<file path="config.mk">
export PLATFORM = sky130hd
export DESIGN_NAME = sysbus
export DESIGN_NICKNAME = d
export VERILOG_FILES = /design/src/rtl/sysbus.sv
export SDC_FILE = /design/constraint.sdc
export NUM_CORES = 1
export LEC_CHECK = 0
export BUFFER_PORTS_ARGS = -buffer_cell sky130_fd_sc_hd__clkbuf_2
export CORE_AREA = 2 2 165 167
export CTS_BUF_LIST = sky130_fd_sc_hd__clkbuf_4 sky130_fd_sc_hd__clkbuf_8 sky130_fd_sc_hd__clkbuf_16
export DETAILED_ROUTE_END_ITERATION = 8
export DIE_AREA = 0 0 167 169
export PLACE_DENSITY_LB_ADDON = 0.25
export SLEW_MARGIN = 5
export SYNTH_ARGS = -nofsm -noshare
export SYNTH_HDL_FRONTEND = slang
export SYNTH_SLANG_ARGS = --single-unit
</file>
<file path="constraint.sdc">
create_clock -name clk -period 3.3 [get_ports clk]
set_clock_uncertainty 0.2 [all_clocks]
set_input_delay 0.495 -clock clk [delete_from_list [all_inputs] [get_ports clk]]
set_output_delay 0.495 -clock clk [all_outputs]
set_load 0.03 [all_outputs]
</file>
<file path="src/rtl/sysbus.sv">
// sysbus: single-master bus bridge with slave decode, timeout and interrupt controller
module sysbus #(
  parameter int          WIDTH   = 32,
  parameter int          NSLV    = 8,
  parameter int          NIRQ    = 16,
  parameter logic [31:0] IO_BASE = 32'h0000ff00,
  parameter int          TMO     = 15
) (
  input  logic                    clk,
  input  logic                    reset,
  input  logic                    m_req,
  input  logic                    m_wen,
  input  logic [WIDTH-1:0]        m_addr,
  input  logic [WIDTH-1:0]        m_dout,
  output logic [WIDTH-1:0]        m_din,
  output logic                    m_ack,
  output logic                    m_err,
  output logic [NSLV-1:0]         s_cs,
  output logic                    s_wen,
  output logic [3:0]              s_addr,
  output logic [WIDTH-1:0]        s_wdata,
  input  logic [NSLV*WIDTH-1:0]   s_rdata,
  input  logic [NSLV-1:0]         s_ack,
  input  logic [NIRQ-1:0]         irq_in,
  output logic                    irq_out
);
  typedef enum logic [1:0] {IDLE, ACCESS, RESP} st_t;
  st_t               st_q, st_d;
  logic [WIDTH-1:0]  addr_q, addr_d, wdata_q, wdata_d, din_q, din_d, erraddr_q, erraddr_d;
  logic              wen_q, wen_d, ack_q, ack_d, err_q, err_d, irq_out_q;
  logic [4:0]        rg_q, rg_d;
  logic [7:0]        cnt_q, cnt_d;
  logic [NSLV-1:0]   cs_q, cs_d;
  logic [NIRQ-1:0]   pend_q, pend_d, en_q, en_d, irq_q;
  logic [WIDTH-5:0]  diff;
  logic [WIDTH-1:0]  slv_rd, int_rd;
  logic [3:0]        off;
  logic              hit, iwr, is_int;
  assign diff    = m_addr[WIDTH-1:4] - IO_BASE[WIDTH-1:4];
  assign off     = addr_q[3:0];
  assign is_int  = rg_q == 5'(NSLV);
  assign iwr     = st_q == ACCESS && is_int && wen_q;
  assign hit     = |(s_ack & cs_q);
  assign int_rd  = off == 4'd0 ? WIDTH'(pend_q) :
                   off == 4'd1 ? WIDTH'(en_q) :
                   off == 4'd2 ? WIDTH'(pend_q & en_q) :
                   off == 4'd3 ? erraddr_q : '0;
  assign pend_d  = (pend_q & ~(iwr && off == 4'd0 ? wdata_q[NIRQ-1:0] : '0)) | (irq_in & ~irq_q);
  assign en_d    = iwr && off == 4'd1 ? wdata_q[NIRQ-1:0] : en_q;
  assign m_din   = din_q;
  assign m_ack   = ack_q;
  assign m_err   = err_q;
  assign s_cs    = cs_q;
  assign s_wen   = wen_q;
  assign s_addr  = addr_q[3:0];
  assign s_wdata = wdata_q;
  assign irq_out = irq_out_q;
  // read data of the selected slave; cs_q is one-hot so OR-ing slices is a mux
  always_comb begin
    slv_rd = '0;
    for (int i = 0; i < NSLV; i++) if (cs_q[i]) slv_rd = slv_rd | s_rdata[i*WIDTH +: WIDTH];
  end
  // transfer FSM: decode, wait/timeout, one-cycle response
  always_comb begin
    st_d      = st_q;
    addr_d    = addr_q;
    wen_d     = wen_q;
    wdata_d   = wdata_q;
    rg_d      = rg_q;
    cnt_d     = cnt_q;
    din_d     = din_q;
    erraddr_d = erraddr_q;
    ack_d     = 1'b0;
    err_d     = 1'b0;
    cs_d      = '0;
    case (st_q)
      IDLE: if (m_req) begin
        addr_d  = m_addr;
        wen_d   = m_wen;
        wdata_d = m_dout;
        cnt_d   = '0;
        if (diff <= (WIDTH-4)'(NSLV)) begin
          st_d = ACCESS;
          rg_d = diff[4:0];
          cs_d = diff < (WIDTH-4)'(NSLV) ? NSLV'(1) << diff[3:0] : '0;
        end else begin
          st_d      = RESP;
          ack_d     = 1'b1;
          err_d     = 1'b1;
          din_d     = '0;
          erraddr_d = m_addr;
        end
      end
      ACCESS: if (is_int || hit) begin
        st_d  = RESP;
        ack_d = 1'b1;
        din_d = wen_q ? '0 : is_int ? int_rd : slv_rd;
      end else if (cnt_q == 8'(TMO-1)) begin
        st_d      = RESP;
        ack_d     = 1'b1;
        err_d     = 1'b1;
        din_d     = '0;
        erraddr_d = addr_q;
      end else begin
        cnt_d = cnt_q + 8'd1;
        cs_d  = cs_q;
      end
      default: st_d = IDLE;
    endcase
  end
  // state and registered outputs
  always_ff @(posedge clk or negedge reset) begin
    if (!reset) begin
      st_q      <= IDLE;
      addr_q    <= '0;
      wen_q     <= 1'b0;
      wdata_q   <= '0;
      rg_q      <= '0;
      cnt_q     <= '0;
      din_q     <= '0;
      erraddr_q <= '0;
      ack_q     <= 1'b0;
      err_q     <= 1'b0;
      cs_q      <= '0;
      pend_q    <= '0;
      en_q      <= '0;
      irq_q     <= '0;
      irq_out_q <= 1'b0;
    end else begin
      st_q      <= st_d;
      addr_q    <= addr_d;
      wen_q     <= wen_d;
      wdata_q   <= wdata_d;
      rg_q      <= rg_d;
      cnt_q     <= cnt_d;
      din_q     <= din_d;
      erraddr_q <= erraddr_d;
      ack_q     <= ack_d;
      err_q     <= err_d;
      cs_q      <= cs_d;
      pend_q    <= pend_d;
      en_q      <= en_d;
      irq_q     <= irq_in;
      irq_out_q <= |(pend_q & en_q);
    end
  end
endmodule

</file>
Word-level counts from Yosys, hierarchy flattened --
Cells that the tools add are included.
Cells by class: add/subtract/negate cells 2, magnitude comparators 2, eq/ne operators 12, shift-type cells 1, multiplexer cells 47, bitwise operators 15, reductions and logical operators 16
Operators with widths (number):
- $mux W32 | 22
- $or A32 B32 Y32 | 7
- $pmux W32 S2 | 2
- $and A16 B16 Y16 | 4
- $mux W8 | 8
- $not A16 Y16 | 2
- $pmux W8 S2 | 2
- $le A28 B4 Y1 const B | 1
- $lt A28 B4 Y1 const B | 1
- $sub A28 B12 Y28 const B | 1
- $mux W16 | 1
- $or A16 B16 Y16 | 1
- $reduce_or A16 Y1 | 1
- $add A8 B1 Y8 const B | 1
- $and A8 B8 Y8 | 1
- $eq A4 B2 Y1 const B | 2
- $eq A8 B4 Y1 const B | 1
- $mux W2 | 4
- $ne A2 B2 Y1 const B | 4
- $reduce_and A4 Y1 | 2
- $reduce_or A8 Y1 | 1
- $shl A1 B4 Y8 const A | 1
- $eq A5 B4 Y1 const B | 1
- $mux W1 | 5
- 14 further kinds | 19
Word-level totals: register bits 203, input bits 348, word-level logic and storage cells 110

Longest topological paths before layout --
depth in word-level cells 19, gate-level depth with buffers 8, mapped depth without buffers 6

Worst setup path after synthesis --
Ideal clock, no wire load.
path kind register to register, start point register cs_q[0], in the netlist s_cs[0], end point register din_q[4], in the netlist m_din[4], data arrival time 2.097 ns, data required time 3.025 ns, slack 0.929 ns, cell stages (with the launch flop) 9, path buffers 3, clock period less this slack 2.371 ns, path through dfrtp_1 -> buf_2 -> a22oi_1 -> o211ai_4 -> nor3_1 -> o21ba_1 -> buf_2 -> buf_2 -> o2bb2ai_2
On the way: cells in the longest elaborated chain, start to end 19
RTL lines:
- from (decl) | line 33 | logic [NSLV-1:0] cs_q, cs_d;
- from (signal assigned) | line 140 | cs_q <= cs_d;
- $mux W32 | line 61 | for (int i = 0; i < NSLV; i++) if (cs_q[i]) slv_rd = slv_rd | s_rdata[i*WIDTH +: WIDTH];
- $or A32 B32 Y32 | line 61
- $mux W32 | line 61
- $or A32 B32 Y32 | line 61
- $mux W32 | line 61
- $or A32 B32 Y32 | line 61
- $mux W32 | line 61
- $or A32 B32 Y32 | line 61
- [2 not listed]
- $mux W32 | line 61
- $or A32 B32 Y32 | line 61
- $mux W32 | line 61
- $or A32 B32 Y32 | line 61
- $mux W32 | line 61
- $mux W32 (2 in a row) | line 97 | din_d = wen_q ? '0 : is_int ? int_rd : slv_rd;
- $mux W32 | line 94 | ACCESS: if (is_int || hit) begin
- $pmux W32 S2 | line 76 | case (st_q)
- to (signal assigned) | line 136 | din_q <= din_d;
- to (decl) | line 29 | logic [WIDTH-1:0] addr_q, addr_d, wdata_q, wdata_d, din_q, din_d, erraddr_q, erraddr_d;
Parallel ways exist; a longest one is shown, timed or not. A chain may end at the register's enable or synchronous reset.

Final worst setup path --
start point register rg_q[0], end point register din_q[1], in the netlist m_din[1]
On the way: cells in the longest elaborated chain, start to end 5
RTL lines:
- from (decl) | line 31 | logic [4:0] rg_q, rg_d;
- from (signal assigned) | line 134 | rg_q <= rg_d;
- $eq A5 B4 Y1 (*) | line 41 | assign is_int = rg_q == 5'(NSLV);
- $mux W32 (2 in a row) | line 97
- $mux W32 | line 94
- $pmux W32 S2 | line 76
Every way passes the cells marked *; elsewhere a longest branch is shown, timed or not.

==> metrics.cfg <==
[logic_synthesis]
synth_cell_types=50
synthesis.nets=1427
postSynthCellCount=1077
synth.avg_cell_area_um2=9.74
ys_seq_elements=203
ys.flop_type=dfrtp_1
synth_seq_area_share_pct=48.4
async_flop_share_pct=100
syn_area_um2=10500
synth_edf_count=0
synth_warnings=0

[global_route]
grtUsageTotal_pct=32.6
antenna_found_initial=20
overflow=0
grt_max_degree=71
grt_first_pass_wirelength_um=68400
grt_pass1_vias=10412

[clock_tree]
cts-root-to-sink-buffers=3
cts_tree=built
clk_pin_slew_worst_paths_ns=0.06
cts-root-buf=clkbuf_16
numCtsBuffers=23
cts_num_sinks=203
insertion_delay_ns=0.53
htreeDepth=1
post_cts_buffers=0

[power]
clkPwrFrac_pct=42.3
total_power_w=0.00654
leakage_nw=7.11
combPwrFrac_pct=14.6
p_sw_w=0.00179
sw_frac_of_total_pct=27.4
peakVddDrop_mv=0.333
pwr-share-seq_pct=43.1
power.density_nw_per_um2=456
intPower_w=0.00475

[finish]
area.sequential_um2=5080
n_fill_cell=2402
area_growth_pct=36.9
nNetsFinal=1873
fin_area_um2=14400
drive_above_1_share_pct=38.1
multi_input_area_um2=4930

[sta]
fin_tns_setup_ns=0
tightest_slew_ns=1.05
finalMaxSlewViolations=0
finalHoldViolCount=0
maxSlewHeadroom_pct=30.0
period_share_pct=85.3
period_needed_ns=2.82
whs_ns=0.00572
setup_viol_count_final=0
grt_setup_unrepaired=no
fmax_mhz=355

[critical_path]
cp_cell_sequence=or4b_4 > o211ai_4 > nor2_2 > or3_2 > o2bb2ai_1
endpoint_kind=flop
r2r_cells=5
critPathKind=reg2reg
critPathSlowestCell=or3_2
cp_data_required_time_ns=3.55
critPathMaxStageDelay_ns=0.85
worstPathArrival_ns=3.06
worstPathMaxFanout=32
start_kind=flop

[floorplan]
start_util_pct=39.6
fp.dieArea_um2=28200
io_pins=428
die_x_um=167
rows=60
die_h_um=169
core_area_um2=26500

[drt]
ant_nets=0
vias=10696
wire_per_inst_um=24.7
first_iter_violations=1155
routed_wl_um=47000
viasPerCell=5.63
drc=0
first_pass_iters=6

[placed_design]
port_buffers=427
gp_congestion=1.02
postPlaceCellArea_um2=12900
dpl.hpwl_um=35800

[hold_path]
hold_depth=3
hold_path_class=in2reg

[run_status]
outcome=complete, no violations

[job]
cap_violations=0

[cell type report]
| type | count | area share [%] |
|---|---|---|
| clock inverters | 13 | 1.33 |
| repair buffers | 511 | 20.7 |
| multi-input cells | 762 | 34.3 |
| flip-flops and latches | 203 | 35.4 |
| clock buffers | 29 | 4.41 |
| well taps | 341 | 2.97 |
| diodes | 20 | 0.348 |
| inverters | 22 | 0.575 |
[power by group through the flow]
| stage | clock network (W) | registers, W | logic (W) |
|---|---|---|---|
| after floorplan | 0 | 0.00290 | 0.000342 |
| after global placement | 0 | 0.00286 | 0.000871 |
| after detailed placement | 0 | 0.00286 | 0.000887 |
| after CTS | 0.00281 | 0.00282 | 0.000948 |
| after global routing | 0.00292 | 0.00284 | 0.00104 |
| final | 0.00277 | 0.00282 | 0.000954 |
[synthesized netlist by cell type (all sizes together) (6+ instances only)]
| master | number | share of area, % |
|---|---|---|
| buf | 29 | 1.8 |
| a22o | 53 | 4.4 |
| a21oi | 17 | 0.81 |
| inv | 22 | 0.79 |
| nor2 | 10 | 0.38 |
| a22oi | 68 | 4.9 |
| a221oi | 36 | 3.0 |
| o21ai | 39 | 1.9 |
| o2bb2ai | 32 | 4.5 |
| a31oi | 50 | 3.1 |
| dfrtp | 203 | 48 |
| nand2 | 331 | 12 |
| mux2 | 69 | 7.4 |
| clkbuf | 61 | 2.2 |
| a32o | 6 | 0.57 |
[placed cells by master (no fill, tap or decap), types with 21 or more instances in the layout]
cell type | synthesis | final
buf_4 | 8 | 21
o21ai_0 | 39 | 39
clkbuf_16 | 0 | 23
nand2_1 | 331 | 330
a221oi_1 | 36 | 36
a22o_1 | 53 | 53
dfrtp_1 | 203 | 203
o2bb2ai_2 | 30 | 30
a22oi_1 | 68 | 68
inv_1 | 22 | 22
mux2_2 | 49 | 49
clkbuf_2 | 0 | 426
a31oi_1 | 49 | 49
dlygate4sd3_1 | 0 | 59
[critical path, delay by kind of cell (launching register included)]
family	cells	cell delay, ns
AOI/OAI and AO/OA	2	0.55
and+or+nand+nor	3	1.55
DFF	1	0.38
[metal layers]
metal | vias to the layer above | global-route usage (%) | wire length [um]
li1 | 4821 | - | -
met1 | 5201 | 44.8 | 19300
met2 | 570 | 49.3 | 20500
met3 | 92 | 11.0 | 5610
met4 | 12 | 9.15 | 1460
met5 | - | 0 | 85
[what timing repair did]
item / 4_1_cts / 5_1_grt
hold endpoints to repair: 124 / 0
gates resized for setup: 0 / 0
hold buffers: 59 / 0
[registers in the layout, summed over array words and instances, names as in the netlist]
| register | flops |
|---|---|
| m_ack | 1 |
| rg_q | 5 |
| cnt_q | 8 |
| en_q | 16 |
| st_q | 2 |
| pend_q | 16 |
| s_wdata | 32 |
| m_din | 32 |
| m_err | 1 |
| irq_out | 1 |
| addr_q | 32 |
| s_wen | 1 |
| s_cs | 8 |
| irq_q | 16 |
| erraddr_q | 32 |
[kinds of logic (layout without fill, tap and decap cells)]
logic type,count (synthesis),after routing,synth area share (%)
AOI/OAI and AO/OA,306,306,23.7
muxes,72,72,7.69
other,0,20,0
xor gates and xnor gates,2,2,0.167
buffers and inverters,112,575,4.75
and+or+nand+nor,380,380,15.1
adders and majority gates,2,2,0.238
DFF,203,203,48.4
[per-stage QoR]
stage	util [%]	instances	setup slack, ns
detailed placement	48.7	1780	0.472
floorplan	-	1077	0.929
global placement	48.7	1780	0.522
CTS	54.0	1881	0.499
global route	54.1	1884	0.410
finish	54.2	1901	0.485
[worst paths after layout]
kind | from | endpoint | slack, ns
setup / recovery | rg_q[0] | m_din[1] | 0.48
hold / removal | m_addr[26] | addr_q[26] | 0.006
setup reg to reg | rg_q[0] | m_din[1] | 0.48
hold reg to reg | s_wdata[19] | s_wdata[19] | 0.27
max in group asynchronous | reset | s_wdata[20] | 1.79
min in group asynchronous | reset | addr_q[16] | 0.32
Power figures use the tool's default switching activity.
